**config.mk**
```make
export PLATFORM = sky130hd
export DESIGN_NAME = uart_tx_arbiter
export DESIGN_NICKNAME = d
export VERILOG_FILES = /design/src/rtl/uart_tx_arbiter.sv
export SDC_FILE = /design/constraint.sdc
export NUM_CORES = 1
export LEC_CHECK = 0
export ABC_AREA = 1
export BUFFER_PORTS_ARGS = -buffer_cell sky130_fd_sc_hd__buf_2
export CAP_MARGIN = 20
export CORE_MARGIN = 3
export CORE_UTILIZATION = 55
export DETAILED_ROUTE_END_ITERATION = 8
export GPL_ROUTABILITY_DRIVEN = 0
export GPL_TIMING_DRIVEN = 0
export PLACE_DENSITY = 0.89
export SYNTH_ARGS = -nofsm -noshare
export SYNTH_HDL_FRONTEND = slang
export SYNTH_SLANG_ARGS = --single-unit
```
**constraint.sdc**
```tcl
create_clock -name clk -period 1.7 [get_ports clk]
set_input_delay 0.17 -clock clk [delete_from_list [all_inputs] [get_ports clk]]
set_output_delay 0.17 -clock clk [all_outputs]
set_load 0.05 [all_outputs]
```
**src/rtl/uart_tx_arbiter.sv**
```systemverilog
// Message-level round-robin arbiter sharing one UART TX core between NUM_REQ sources.
// An owner keeps the transmitter until its last byte completes or its lock times out.
module uart_tx_arbiter #(
   parameter int unsigned NUM_REQ      = 2,
   parameter int unsigned LOCK_TIMEOUT = 270000
) (
   input  logic                 clk,
   input  logic                 resetN,
   input  logic [NUM_REQ-1:0]   reqValid,
   input  logic [8*NUM_REQ-1:0] reqData,
   input  logic [NUM_REQ-1:0]   reqLast,
   output logic [NUM_REQ-1:0]   reqReady,
   output logic [NUM_REQ-1:0]   grant,
   output logic                 busy,
   output logic                 lockTimeout,
   output logic [7:0]           dataToTx,
   output logic                 dataTxStart,
   input  logic                 dataTxActive,
   input  logic                 dataTxDone
);

   localparam int unsigned OW = (NUM_REQ > 1) ? $clog2(NUM_REQ) : 1;
   localparam int unsigned TW = (LOCK_TIMEOUT > 0) ? $clog2(LOCK_TIMEOUT + 1) : 1;

   typedef enum logic [1:0] {IDLE, ISSUE, WAIT_ACTIVE, WAIT_DONE} state_t;

   state_t               state_q, state_d;
   logic [OW-1:0]        owner_q, owner_d;
   logic [OW-1:0]        last_owner_q, last_owner_d;
   logic [TW-1:0]        timer_q, timer_d;
   logic                 last_flag_q, last_flag_d;
   logic [NUM_REQ-1:0]   grant_q, grant_d;
   logic [NUM_REQ-1:0]   ready_q, ready_d;
   logic                 timeout_q, timeout_d;
   logic [7:0]           data_q, data_d;
   logic                 start_q, start_d;
   logic                 busy_q, busy_d;

   logic                 pick_valid;
   logic [OW-1:0]        pick_idx;

   // Round-robin scan starting just after the previous owner; the nearest valid requester wins.
   always_comb begin
      pick_valid = 1'b0;
      pick_idx   = '0;
      for (int k = int'(NUM_REQ); k >= 1; k--) begin
         if (reqValid[(int'(last_owner_q) + k) % int'(NUM_REQ)]) begin
            pick_valid = 1'b1;
            pick_idx   = OW'((int'(last_owner_q) + k) % int'(NUM_REQ));
         end
      end
   end

   always_ff @(posedge clk or negedge resetN) begin
      if (!resetN) begin
         state_q      <= IDLE;
         owner_q      <= '0;
         last_owner_q <= OW'(NUM_REQ - 1);
         timer_q      <= '0;
         last_flag_q  <= 1'b0;
         grant_q      <= '0;
         ready_q      <= '0;
         timeout_q    <= 1'b0;
         data_q       <= 8'h00;
         start_q      <= 1'b0;
         busy_q       <= 1'b0;
      end else begin
         state_q      <= state_d;
         owner_q      <= owner_d;
         last_owner_q <= last_owner_d;
         timer_q      <= timer_d;
         last_flag_q  <= last_flag_d;
         grant_q      <= grant_d;
         ready_q      <= ready_d;
         timeout_q    <= timeout_d;
         data_q       <= data_d;
         start_q      <= start_d;
         busy_q       <= busy_d;
      end
   end

   always_comb begin
      state_d      = state_q;
      owner_d      = owner_q;
      last_owner_d = last_owner_q;
      timer_d      = timer_q;
      last_flag_d  = last_flag_q;
      grant_d      = grant_q;
      ready_d      = '0;
      timeout_d    = 1'b0;
      data_d       = data_q;
      start_d      = start_q;

      case (state_q)
         IDLE: begin
            if (pick_valid) begin
               grant_d = NUM_REQ'(1) << pick_idx;
               owner_d = pick_idx;
               timer_d = '0;
               state_d = ISSUE;
            end
         end
         ISSUE: begin
            if (reqValid[owner_q] && !dataTxActive) begin
               data_d            = reqData[8*owner_q +: 8];
               start_d           = 1'b1;
               ready_d[owner_q]  = 1'b1;
               last_flag_d       = reqLast[owner_q];
               timer_d           = '0;
               state_d           = WAIT_ACTIVE;
            end else if (!reqValid[owner_q] && (LOCK_TIMEOUT > 0)) begin
               // Revoke on the cycle the count reaches LOCK_TIMEOUT; >= keeps it saturating.
               if (timer_q >= TW'(LOCK_TIMEOUT - 1)) begin
                  grant_d      = '0;
                  last_owner_d = owner_q;
                  timeout_d    = 1'b1;
                  timer_d      = '0;
                  state_d      = IDLE;
               end else begin
                  timer_d = timer_q + TW'(1);
               end
            end
         end
         WAIT_ACTIVE: begin
            if (dataTxActive) begin
               start_d = 1'b0;
               state_d = WAIT_DONE;
            end
         end
         WAIT_DONE: begin
            if (dataTxDone || !dataTxActive) begin
               if (last_flag_q) begin
                  grant_d      = '0;
                  last_owner_d = owner_q;
                  state_d      = IDLE;
               end else begin
                  state_d = ISSUE;
               end
            end
         end
         default: state_d = IDLE;
      endcase

      busy_d = (state_d != IDLE);
   end

   assign grant       = grant_q;
   assign reqReady    = ready_q;
   assign lockTimeout = timeout_q;
   assign dataToTx    = data_q;
   assign dataTxStart = start_q;
   assign busy        = busy_q;

endmodule

```
After elaboration in Yosys (flattened, before gate mapping). Index checks and enable logic that the tools add are counted.

Flip-flop bits (word level): 39. Latch bits: 0. Bits in writable memories: 0. Bits in read-only memories: 0. Input port bits: 24. Output and inout bits: 15. Logic and storage cells: 102. Memories kept: 0.

Add/subtract/negate cells: 3. Multiply operators: 0. Div/mod/pow operators: 0. Order comparisons: 5. Equal/unequal tests: 12. Shift operators: 2. Muxes and demuxes: 51. Bitwise operators: 2. Reductions and logical operators: 16.

Operators with widths (count): 2-to-1 mux 19 bit (4); one-hot mux 19 bit (2 select lines) (1); 2-to-1 mux 2 bit (14); 2-to-1 mux 1 bit (27); adder 19 x 1 -> 19 bit (second input constant) (1); greater-or-equal comparator 19 bit (second input constant) (1); inequality test 2 bit (second input constant) (8); indexed part select 16 x 5 -> 8 bit (1); one-hot mux 2 bit (4 select lines) (1); nonzero test 2 bit (4); AND reduction 7 bit (1); less-than comparator 2 x 3 -> 1 bit (second input constant) (2); one-hot mux 2 bit (3 select lines) (1); AND reduction 3 bit (2); AND reduction 6 bit (1); equality test 2 bit (second input constant) (2); one-hot mux 1 bit (2 select lines) (2); AND reduction 2 bit (2); inequality test 3 bit (second input constant) (1); nonzero test 3 bit (1); adder 1 bit (second input constant) (2); AND 1 bit (first input constant) (2); equality test 2 x 1 -> 1 bit (second input constant) (1); logical AND 1 bit (2); other kinds (7) (7).

Depth between registers and ports, before layout. Gate-level depths: netlist of the first run.

Word-level depth: 10. Mapped depth: 11. Depth with buffers taken out: 10.

Least setup slack after synthesis of the first run. No wires, ideal clock.

Path type: register to register. Start: register timer_q[0]. End: register timer_q[10]. Arrival: 1.413 ns. Data required time: 1.631 ns. Path slack: 0.218 ns. Stages on the path, launching flop included: 12. Path buffers: 1. Period minus slack after synthesis: 1.482 ns. Cells stage by stage: dfrtp_1 ha_1 nand2_1 nor2_4 nand3_1 nor2_1 nor2_2 nand2_2 o21ai_2 inv_2 buf_8 nor2_2.

Word-level cells in the longest chain between the ends: 5. Elaborated cells between the ends (all ways): 6. Those cells by class: 1 x add/sub; 1 x order compare; 4 x mux.

RTL lines: from (decl) (line 30) `logic [TW-1:0] timer_q, timer_d;`; from (signal assigned) (line 71) `timer_q <= timer_d;`; adder 19 x 1 -> 19 bit or greater-or-equal comparator 19 bit (tied branches) (line 120, 113); 2-to-1 mux 19 bit * (line 113) `if (timer_q >= TW'(LOCK_TIMEOUT - 1)) begin`; 2-to-1 mux 19 bit * (line 111) `end else if (!reqValid[owner_q] && (LOCK_TIMEOUT > 0)) begin`; 2-to-1 mux 19 bit * (line 104) `if (reqValid[owner_q] && !dataTxActive) begin`; one-hot mux 19 bit (2 select lines) * (line 94) `case (state_q)`.

Every way passes the cells marked *; elsewhere a longest branch is shown, timed or not. The select of a mux whose other input is x is not followed. A chain may end at the register's enable or synchronous reset.

Final worst setup path of the first run.
Start: register timer_q[1]. End: register timer_q[14].

The elaborated chain is that of the path after synthesis.

==> metrics.txt, run 1 <==
utilization after layout between 70 and 80%; switching portion of total power a little over two fifths; Cell Area, Synth ~2100 um^2; yosys warns 0; fin. max-slew vios 0; GRT Resource Usage Total about 23%; post-synthesis adder-cell area fraction less than 1%; average wire per cell in the routed design around 12 um; switching component of the power about 1700 uW; antenna violations before repair 0; area enclosed by the die boundary between 4000 and 5000 um^2; Final period util 95.2%; fraction of synthesized area in multiplexers 0%; latest clock arrival within the worst-skew pair between 0.2 and 0.3 ns; register cell area after layout between 900 and 1000 um^2; synthesized area divided by synthesized cell count 7.43 um^2; clock skew after layout between 0.004 and 0.005 ns; Die X a little under 70 um; Syn Nets between 300 and 400; synthesis-stage register bit count 39; TritonRoute pass-1 iters 4; number of synthesized flops with an enable pin 0; startpoint types flip-flop; combined area of the multi-input logic cells just over 1000 um^2; average via count per standard cell approximately 5; kind of capture point of the worst setup path flip-flop; Achievable Freq ~600 MHz; post-synthesis simple-gate area fraction around two fifths; CP dominant cell by count sky130_fd_sc_hd__nor2_2; P per Cell Area between 1000 and 1500 nW/um^2; post-detailed-placement half-perimeter wirelength 3330 um; overall via count from detail_route between 1500 and 2000; count of input and output buffers 38; ranking of synthesized cells by area sky130_fd_sc_hd__dfrtp_1 45%, sky130_fd_sc_hd__nand2_1 17%, sky130_fd_sc_hd__nand3_1 6.1%; worst slew pin tran between 0.8 and 0.9 ns; Placement Cell Area between 2000 and 2500 um^2; RSZ-0062 raised after global routing true; most used standard cell by instance count after synthesis sky130_fd_sc_hd__nand2_1; post-route DRC violation count 0; type of the worst setup path flip-flop to flip-flop; final hold viol count 38; post-route ant nets 0; internal power between 2000 and 2500 uW; share of total power in combinational logic between 40 and 50%; Sequential Power Share ~33%; area of the placeable core around 3500 um^2; share of the synthesized netlist area taken by xor and xnor gates under 10%; starting utilization of the core area between 60 and 70%; data arrival time of the critical path 1.80 ns; DP Cell Count 370; DRT iter0 DRCs between 150 and 200; critical-path cell list ha_2 -> nand2_2 -> nor2_4 -> nand3_2 -> nor2_2 -> nor2_2 -> nand2_2 -> o21ai_2 -> inv_2 -> buf_12 -> nor2_2; # IOs 39; number of sinks on the clock net 39; final std cell area, no fill approximately 2600 um^2; number of levels the H-tree was split into 2; hold_ws -0.0214 ns; violated checks negative hold slack; final layout net count approximately 360; global-route congestion overflow total 0; TritonCTS clock tree built; Clk pin slew, worst setup/hold paths ~0.07 ns; layout filler cell count 276; share of power burned in the clock network between 20% and 30%; vertical extent of the die 68.2 um; share of layout cells above drive strength 1 27.4%; highest fanout seen on the critical path 10; number of global-route vias before repair approximately 1900; complex-gate fraction of the synthesized area 3.41%; path type of the worst min-delay path input port to async pin; main combinational cell family by area after synthesis simple AND/OR/NAND/NOR gates; antenna cells 0; final setup vio count 0; number of standard cells in the final layout excluding fillers around 390; count of cell types in the netlist 27; final setup slack of the worst path around 0.082 ns; fraction of synthesis flops using an asynchronous set or reset pin 100%; clk root buf sky130_fd_sc_hd__clkbuf_8; part of the Yosys area used for sequential elements a little under half; worst slack at placement 0.0156 ns; Slowest-stage cell, CP sky130_fd_sc_hd__dfrtp_1; relative slew slack 44.3%; dominant register cell in the synthesized netlist sky130_fd_sc_hd__dfrtp_1; data required time of the worst path 1.88 ns; floorplan row count 21; maximum number of pins on one net before global-route repair 40; Synth Instances 286; run status finished with violations; MaxCap Viol Count 0; Bufs on Longest Clock Path 2; overall routed net length approximately 4600 um; leakage power total 0.00128 uW; maximum resistive drop on vdd around 1200 uV; total power after layout 3830 uW; portion of synthesized cell area occupied by the leading cell type 44.7%; cts bufs inserted 5; area grow syn2layout 21.4%; first-pass GRT wire length just under 8000 um; Crit path largest cell delay 0.38 ns; leading area contributor after synthesis sky130_fd_sc_hd__dfrtp_1; post-layout min period about 1.6 ns; cell types with the highest counts after synthesis 98 x sky130_fd_sc_hd__nand2_1, 38 x sky130_fd_sc_hd__dfrtp_1, 33 x sky130_fd_sc_hd__nor2_1
placed cells by master, fill, tap and decap left out, types with 5 or more instances in the layout:
cell type	n
sky130_fd_sc_hd__clkbuf_8	6
sky130_fd_sc_hd__nand4_1	5
sky130_fd_sc_hd__nand3_1	24
sky130_fd_sc_hd__o21ai_0	7
sky130_fd_sc_hd__nor2_1	27
sky130_fd_sc_hd__inv_1	28
sky130_fd_sc_hd__buf_2	39
sky130_fd_sc_hd__nor2_2	19
sky130_fd_sc_hd__nand2_1	96
sky130_fd_sc_hd__dfrtp_1	38
sky130_fd_sc_hd__buf_4	8
sky130_fd_sc_hd__xor2_1	10
path summary, 6_finish.rpt:
| path | from | to | slack [ns] | depth (start not counted) |
|---|---|---|---|---|
| max in group asynchronous | resetN | state_q[0]$_DFF_PN0_ | 1.21 | 1 |
| setup reg to reg | timer_q[1]$_DFFE_PN0P_ | timer_q[14]$_DFFE_PN0P_ | 0.08 | 11 |
| min in group clk | reqData[11] | dataToTx[3]$_DFFE_PN0P_ | 0.08 | 3 |
| hold reg to reg | last_owner_q$_DFFE_PN1P_ | last_owner_q$_DFFE_PN1P_ | 0.48 | 2 |
| setup / recovery | timer_q[1]$_DFFE_PN0P_ | timer_q[14]$_DFFE_PN0P_ | 0.08 | 11 |
| hold / removal | resetN | timer_q[15]$_DFFE_PN0P_ | -0.02 | 1 |
metal layers:
layer,global-route usage [%],part of all wire [%]
met1,27.0,43
met2,39.6,50
met3,5.91,5.1
met4,7.44,1.6
met5,0,0
timing repair:
item | 4_1_cts | 5_1_grt
resized for setup | 0 | 13
setup buffers | 0 | 7
hold buffers | 0 | 0
setup endpoints to repair | 0 | 11
critical path: cells and delay by family, from the launching register on:
family,cells,cell delay [ns]
buffers and inverters,2,0.26
AOI/OAI and AO/OA,1,0.06
and+or+nand+nor,7,0.62
DFF,1,0.38
adders and majority gates,1,0.20
power groups by stage:
stage	sequential (uW)	clock [uW]	combinational [uW]
after floorplan	1750	0	806
after global placement	1280	0	1620
after detailed placement	1290	0	1670
after CTS	1270	805	1670
after global routing	1300	867	1930
final	1280	797	1750
per-stage QoR:
| step | hold WS, ns | setup TNS [ns] |
|---|---|---|
| CTS | 0.00231 | 0 |
| global route | 0.0406 | -0.216 |
| global placement | 0.321 | 0 |
| finish | -0.0214 | 0 |
| detailed placement | 0.324 | 0 |
| floorplan | -0.126 | 0 |
logic make-up (layout without fill, tap and decap cells):
kind of cell | Yosys count | in the layout
adders and majority gates | 1 | 1
AOI/OAI and AO/OA | 13 | 13
DFF | 39 | 39
xor gates and xnor gates | 10 | 10
buffers and inverters | 37 | 90
and+or+nand+nor | 186 | 186
flip-flops by register name, indices dropped and copies added (netlist names):
signal / flops
busy: 1
timer_q: 19
owner_q: 1
last_flag_q: 1
grant: 2
lockTimeout: 1
dataToTx: 8
last_owner_q: 1
state_q: 2
reqReady: 2
dataTxStart: 1
final cells by class:
type / count / area share [%]
Tap cell: 46 / 2.23
Inverter: 33 / 4.80
Multi-Input combinational cell: 210 / 39.5
Clock inverter: 2 / 1.36
Sequential cell: 39 / 37.9
Buffer: 4 / 1.70
Timing Repair Buffer: 45 / 9.40
Clock buffer: 6 / 3.20
(Power assumes the default switching activity.)
==> run 2, diff against run 1 <==
Settings changed: BUFFER_PORTS_ARGS -buffer_cell sky130_fd_sc_hd__buf_2 to not set, DONT_BUFFER_PORTS set to 1, PLACE_DENSITY 0.89 to 0.8.
Clock period 1.7 ns to 1.9 ns, I/O delays scaled along.
==> metrics.txt, run 2 (same netlist as run 1, synthesis figures left out) <==
DRT iter0 DRCs 104 (-40%); area of the placeable core 3520 um^2 (unchanged); Die X 68.2 um (unchanged); worst slew pin tran 0.493 ns (-0.342 ns); fin. max-slew vios 0 (unchanged); area grow syn2layout 9.59%; startpoint types flip-flop; Clk pin slew, worst setup/hold paths 0.08 ns (about the same); register containing the most flip-flops in the final layout timer_q; max FFs per register 19 (unchanged); starting utilization of the core area 60.4% (unchanged); number of stages on the worst setup path 11 (unchanged); number of gates resized after CTS 0 (unchanged); combined area of the multi-input logic cells 986 um^2 (-3.2%); GRT Resource Usage Total 20.6% (-2.1 points); vertical extent of the die 68.2 um (unchanged); leakage power total 0.00110 uW (-14%); reg-to-reg critical path startpoint timer_q[1]$_DFFE_PN0P_; critical-path cell list ha_1 -> nand2_1 -> nor2_4 -> nand3_1 -> nor2_1 -> nor2_2 -> nand2_2 -> o21ai_2 -> inv_2 -> buf_8 -> nor2_2; count of input and output buffers 0 (-100%); worst-case register-to-register setup slack 0.23 ns (+0.15 ns); total power after layout 3180 uW (-17%); number of levels the H-tree was split into 2 (unchanged); layout filler cell count 320 (+16%); maximum resistive drop on vdd 997 uV (-14%); setup total negative slack 0 ns (unchanged); TritonRoute pass-1 iters 4 (unchanged); most common library cell in the layout ignoring fill and taps sky130_fd_sc_hd__nand2_1; post-layout min period 1.67 ns (+0.0474 ns); first-pass GRT wire length 7170 um (-9.6%); highest fanout seen on the critical path 10 (unchanged); register cell area after layout 977 um^2 (unchanged); number of standard cells in the final layout excluding fillers 342 (-11%); P per Cell Area 1370 nW/um^2 (-7.8%); Achievable Freq 600 MHz (-2.8%); CP dominant cell by count sky130_fd_sc_hd__nor2_2; overall routed net length 4120 um (-10%); number of global-route vias before repair 1706 (-9.3%); RSZ-0062 raised after global routing false; most frequent cells in the layout 98 x sky130_fd_sc_hd__nand2_1, 38 x sky130_fd_sc_hd__dfrtp_1, 33 x sky130_fd_sc_hd__nor2_1, 28 x sky130_fd_sc_hd__inv_1, 26 x sky130_fd_sc_hd__nand3_1; clock skew after layout 0.00388 ns (-0.000812 ns); Final period util 87.7% (-7.5 points); overall via count from detail_route 1757 (-10%); final hold viol count 0 (-100%); MaxCap Viol Count 0 (unchanged); antenna cells 0 (unchanged); DP Cell Count 332 (-10%); utilization after layout 66.2% (-7.1 points); maximum number of pins on one net before global-route repair 40 (unchanged); Crit path largest cell delay 0.38 ns (about the same); TritonCTS clock tree built; global-route congestion overflow total 0 (unchanged); number of sinks on the clock net 39 (unchanged); average wire per cell in the routed design 12.0 um (+1.4%); Slowest-stage cell, CP sky130_fd_sc_hd__dfrtp_1; # IOs 39 (unchanged); Bufs on Longest Clock Path 2 (unchanged); kind of capture point of the worst setup path flip-flop; post-route ant nets 0 (unchanged); latest clock arrival within the worst-skew pair 0.29 ns (about the same); data arrival time of the critical path 1.85 ns (+0.05 ns); type of the worst setup path flip-flop to flip-flop; cell depth of the worst flop-to-flop path 11 (unchanged); antenna violations before repair 0 (unchanged); average via count per standard cell 5.14 (+0.97%); CP bufs+invs 2 (unchanged); post-route DRC violation count 0 (unchanged); cts bufs inserted 5 (unchanged); clk root buf sky130_fd_sc_hd__clkbuf_8; final setup slack of the worst path 0.234 ns (+0.153 ns); final setup vio count 0 (unchanged); launch point of the worst hold path reqData[5]; gate family responsible for the most delay along the worst path simple AND/OR/NAND/NOR gates; Min-Delay Endpoint dataToTx[5]$_DFFE_PN0P_; data required time of the worst path 2.09 ns (+0.21 ns); path type of the worst min-delay path input port to flip-flop; post-detailed-placement half-perimeter wirelength 3000 um (-10%); final layout net count 320 (-12%); worst slack at placement 0.233 ns (+0.218 ns); share of layout cells above drive strength 1 12.8% (-15 points); run status finished, final reports clean; R2R Path End timer_q[12]$_DFFE_PN0P_; relative slew slack 67.1% (+23 points); Post-CTS Repair Setup Buffers 0 (unchanged); floorplan row count 21 (unchanged); Hold Crit Depth 2; area enclosed by the die boundary 4650 um^2 (unchanged)
run 2: cell types whose count changed in the layout (fill, tap and decap cells not counted), moves of 2 or more:
cell,before,now
sky130_fd_sc_hd__nor2_2,19,13
sky130_fd_sc_hd__buf_2,39,1
sky130_fd_sc_hd__buf_4,8,1
sky130_fd_sc_hd__nand2_1,96,98
sky130_fd_sc_hd__nand3_2,2,0
sky130_fd_sc_hd__nor2_1,27,33
sky130_fd_sc_hd__nand3_1,24,26
sky130_fd_sc_hd__nand2_2,3,1
run 2: area by class of cell:
cell class | instances | area share [%]
repair buffers | 2 | 1.29
clock inverters | 3 | 2.04
flip-flops and latches | 39 | 41.9
clock buffers | 5 | 2.95
well taps | 46 | 2.47
multi-input cells | 210 | 42.3
inverters | 33 | 5.32
plain buffers | 4 | 1.66
run 2: stage by stage:
stage / area (um^2) / hold slack [ns]
floorplan: 2130 / -0.106
global placement: 2180 / -0.104
detailed placement: 2180 / -0.105
CTS: 2330 / 0.00396
global route: 2330 / 0.00377
finish: 2330 / 0.0104
run 2: worst register-to-register path, stage by stage (launching register included):
cell and delay (ns):
sky130_fd_sc_hd__dfrtp_1 0.38, sky130_fd_sc_hd__ha_1 0.18, sky130_fd_sc_hd__nand2_1 0.09, sky130_fd_sc_hd__nor2_4 0.13, sky130_fd_sc_hd__nand3_1 0.09, sky130_fd_sc_hd__nor2_1 0.11
sky130_fd_sc_hd__nor2_2 0.06, sky130_fd_sc_hd__nand2_2 0.09, sky130_fd_sc_hd__o21ai_2 0.06, sky130_fd_sc_hd__inv_2 0.15, sky130_fd_sc_hd__buf_8 0.18, sky130_fd_sc_hd__nor2_2 0.04
run 2: how the worst max path moves through the flow:
stage	start	end	slack (ns)
final	timer_q[1]$_DFFE_PN0P_	timer_q[12]$_DFFE_PN0P_	0.23
after global routing	timer_q[0]$_DFFE_PN0P_	timer_q[18]$_DFFE_PN0P_	0.06
after CTS	timer_q[0]$_DFFE_PN0P_	timer_q[12]$_DFFE_PN0P_	0.22
after detailed placement	timer_q[1]$_DFFE_PN0P_	timer_q[12]$_DFFE_PN0P_	0.23
after global placement	timer_q[1]$_DFFE_PN0P_	timer_q[10]$_DFFE_PN0P_	0.25
after floorplan	timer_q[0]$_DFFE_PN0P_	timer_q[10]$_DFFE_PN0P_	0.42
run 2: layer usage:
layer,track usage (%),wire (um),vias to the layer above
li1,-,-,905
met1,24.4,1850,804
met2,35.5,1960,41
met3,5.42,237,7
met4,7.94,68,0
met5,0,0,-
run 2: timing repair:
item / CTS / global route
hold buffers: 2 / 0
setup endpoints to repair: 0 / 0
hold endpoints to repair: 39 / 0
run 2: power by group:
group	internal [uW]	switching, uW	total [uW]	leakage [uW]
registers	1020	564	1580	0.000513
clock network	398	310	708	0.0000587
logic	316	575	891	0.000526
total	1730	1450	3180	0.00110
==> run 3, diff against run 2 <==
Settings changed: CORE_UTILIZATION 55 to 35, PLACE_DENSITY 0.8 to 0.59, RECOVER_POWER set to 100.
==> metrics.txt, run 3 (same netlist as run 1, synthesis figures left out) <==
data required time of the worst path 2.13 ns (+0.04 ns); vertical extent of the die 83.9 um (+23%); Slowest-stage cell, CP sky130_fd_sc_hd__dfrtp_1; average via count per standard cell 4.69 (-8.7%); path type of the worst min-delay path input port to flip-flop; kind of capture point of the worst setup path flip-flop; Crit path largest cell delay 0.41 ns (+0.03 ns); critical-path cell list ha_1 -> nand2_1 -> nor2_4 -> nand3_1 -> nor2_1 -> nor2_2 -> nand2_2 -> o21ai_2 -> inv_2 -> buf_8 -> nor2_1; area enclosed by the die boundary 7050 um^2 (+52%); Achievable Freq 591 MHz (-1.5%); global-route congestion overflow total 0 (unchanged); CP dominant cell by count sky130_fd_sc_hd__nor2_1; total power after layout 3050 uW (-4.1%); RSZ-0062 raised after global routing false; TritonRoute pass-1 iters 4 (unchanged); P per Cell Area 1330 nW/um^2 (-3.0%); final std cell area, no fill 2300 um^2 (-1.2%); number of levels the H-tree was split into 2 (unchanged); most common library cell in the layout ignoring fill and taps sky130_fd_sc_hd__nand2_1; number of sinks on the clock net 39 (unchanged); maximum number of pins on one net before global-route repair 40 (unchanged); share of layout cells above drive strength 1 9.46% (-3.4 points); # IOs 39 (unchanged); post-layout min period 1.69 ns (+0.0251 ns); register cell area after layout 977 um^2 (unchanged); register containing the most flip-flops in the final layout timer_q; final hold viol count 0 (unchanged); starting utilization of the core area 37.5% (-23 points); Clk pin slew, worst setup/hold paths 0.08 ns (about the same); leakage power total 0.00108 uW (-1.4%); average wire per cell in the routed design 11.8 um (-1.9%); type of the worst setup path flip-flop to flip-flop; fin. max-slew vios 0 (unchanged); Bufs on Longest Clock Path 2 (unchanged); number of gates resized after CTS 0 (unchanged); relative slew slack 35.3% (-32 points); post-route ant nets 0 (unchanged); clock skew after layout 0.00766 ns (+0.00378 ns); antenna cells 0 (unchanged); max FFs per register 19 (unchanged); highest fanout seen on the critical path 10 (unchanged); maximum resistive drop on vdd 804 uV (-19%); TritonCTS clock tree built; combined area of the multi-input logic cells 966 um^2 (-2.0%); startpoint types flip-flop; worst slew pin tran 0.971 ns (+0.477 ns); antenna violations before repair 0 (unchanged); final layout net count 320 (unchanged); number of global-route vias before repair 1779 (+4.3%); layout filler cell count 597 (+87%); area grow syn2layout 8.30%; post-detailed-placement half-perimeter wirelength 3210 um (+7.2%); Die X 83.9 um (+23%); DRT iter0 DRCs 114 (+9.6%); data arrival time of the critical path 1.92 ns (+0.07 ns); count of input and output buffers 0 (unchanged); run status finished, final reports clean; final setup vio count 0 (unchanged); setup total negative slack 0 ns (unchanged); latest clock arrival within the worst-skew pair 0.30 ns (about the same); MaxCap Viol Count 0 (unchanged); overall via count from detail_route 1727 (-1.7%); area of the placeable core 5680 um^2 (+61%); GRT Resource Usage Total 13.7% (-6.9 points); first-pass GRT wire length 8010 um (+12%); Final period util 89.0% (+1.3 points); floorplan row count 27 (+29%); clk root buf sky130_fd_sc_hd__clkbuf_8; Placement Cell Area 2220 um^2 (+1.5%); overall routed net length 4350 um (+5.5%); post-route DRC violation count 0 (unchanged); cts bufs inserted 5 (unchanged); most frequent cells in the layout 98 x sky130_fd_sc_hd__nand2_1, 41 x sky130_fd_sc_hd__nor2_1, 38 x sky130_fd_sc_hd__dfrtp_1, 29 x sky130_fd_sc_hd__inv_1, 26 x sky130_fd_sc_hd__nand3_1
==> run 3: report_power, final <==
part	total [uW]	switching, uW	internal, uW
Sequential	1580	561	1020
Clock	616	320	297
Combinational	855	559	296
Total	3050	1440	1610
==> run 3: layout make-up <==
| type | count | share of cell area, % |
|---|---|---|
| tap | 72 | 3.91 |
| clock buffer | 6 | 3.59 |
| sequential | 39 | 42.4 |
| buffer | 4 | 1.36 |
| multi-input combinational | 210 | 42.0 |
| timing repair buffer | 2 | 0.652 |
| clock inverter | 2 | 0.707 |
| inverter | 33 | 5.38 |
==> run 3: path summary, 6_finish.rpt <==
kind,start,to,slack (ns),cells past startpoint
min in group asynchronous,resetN,timer_q[8]$_DFFE_PN0P_,0.59,2
max in group asynchronous,resetN,timer_q[12]$_DFFE_PN0P_,0.71,2
worst min-delay path,reqData[9],dataToTx[1]$_DFFE_PN0P_,0.01,2
worst max register to register,timer_q[0]$_DFFE_PN0P_,timer_q[9]$_DFFE_PN0P_,0.21,11
worst max-delay path,timer_q[0]$_DFFE_PN0P_,timer_q[9]$_DFFE_PN0P_,0.21,11
worst min register to register,last_owner_q$_DFFE_PN1P_,last_owner_q$_DFFE_PN1P_,0.49,2
==> run 3: per-layer routing <==
layer  global-route usage, %  vias up  share of wire [%]
met1                    18.2      777                 49
met4                    3.07        0               0.53
met5                       0        -                  0
met3                    4.24        3                5.4
li1                        -      903                  -
met2                    21.8       44                 45
==> run 3: timing repair <==
action / CTS / global route
hold endpoints to repair: 39 / 0
hold buffers: 2 / 0
setup buffers: 0 / 0
==> run 3: metrics by stage <==
stage	utilization, %	worst slack [ns]	instances	hold slack [ns]
2_1_floorplan	-	0.418	286	-0.106
3_3_place_gp	39.0	0.224	358	-0.104
3_5_place_dp	39.0	0.200	358	-0.104
4_1_cts	41.3	0.177	368	0.00347
5_1_grt	40.6	0.00957	368	0.00893
6_report	40.6	0.209	368	0.0110
==> run 3: critical path: cells and delay by family (launching register included) <==
family / cells / cell delay [ns]
DFF: 1 / 0.41
AOI/OAI and AO/OA: 1 / 0.12
buffers and inverters: 2 / 0.25
and+or+nand+nor: 7 / 0.61
adders and majority gates: 1 / 0.22
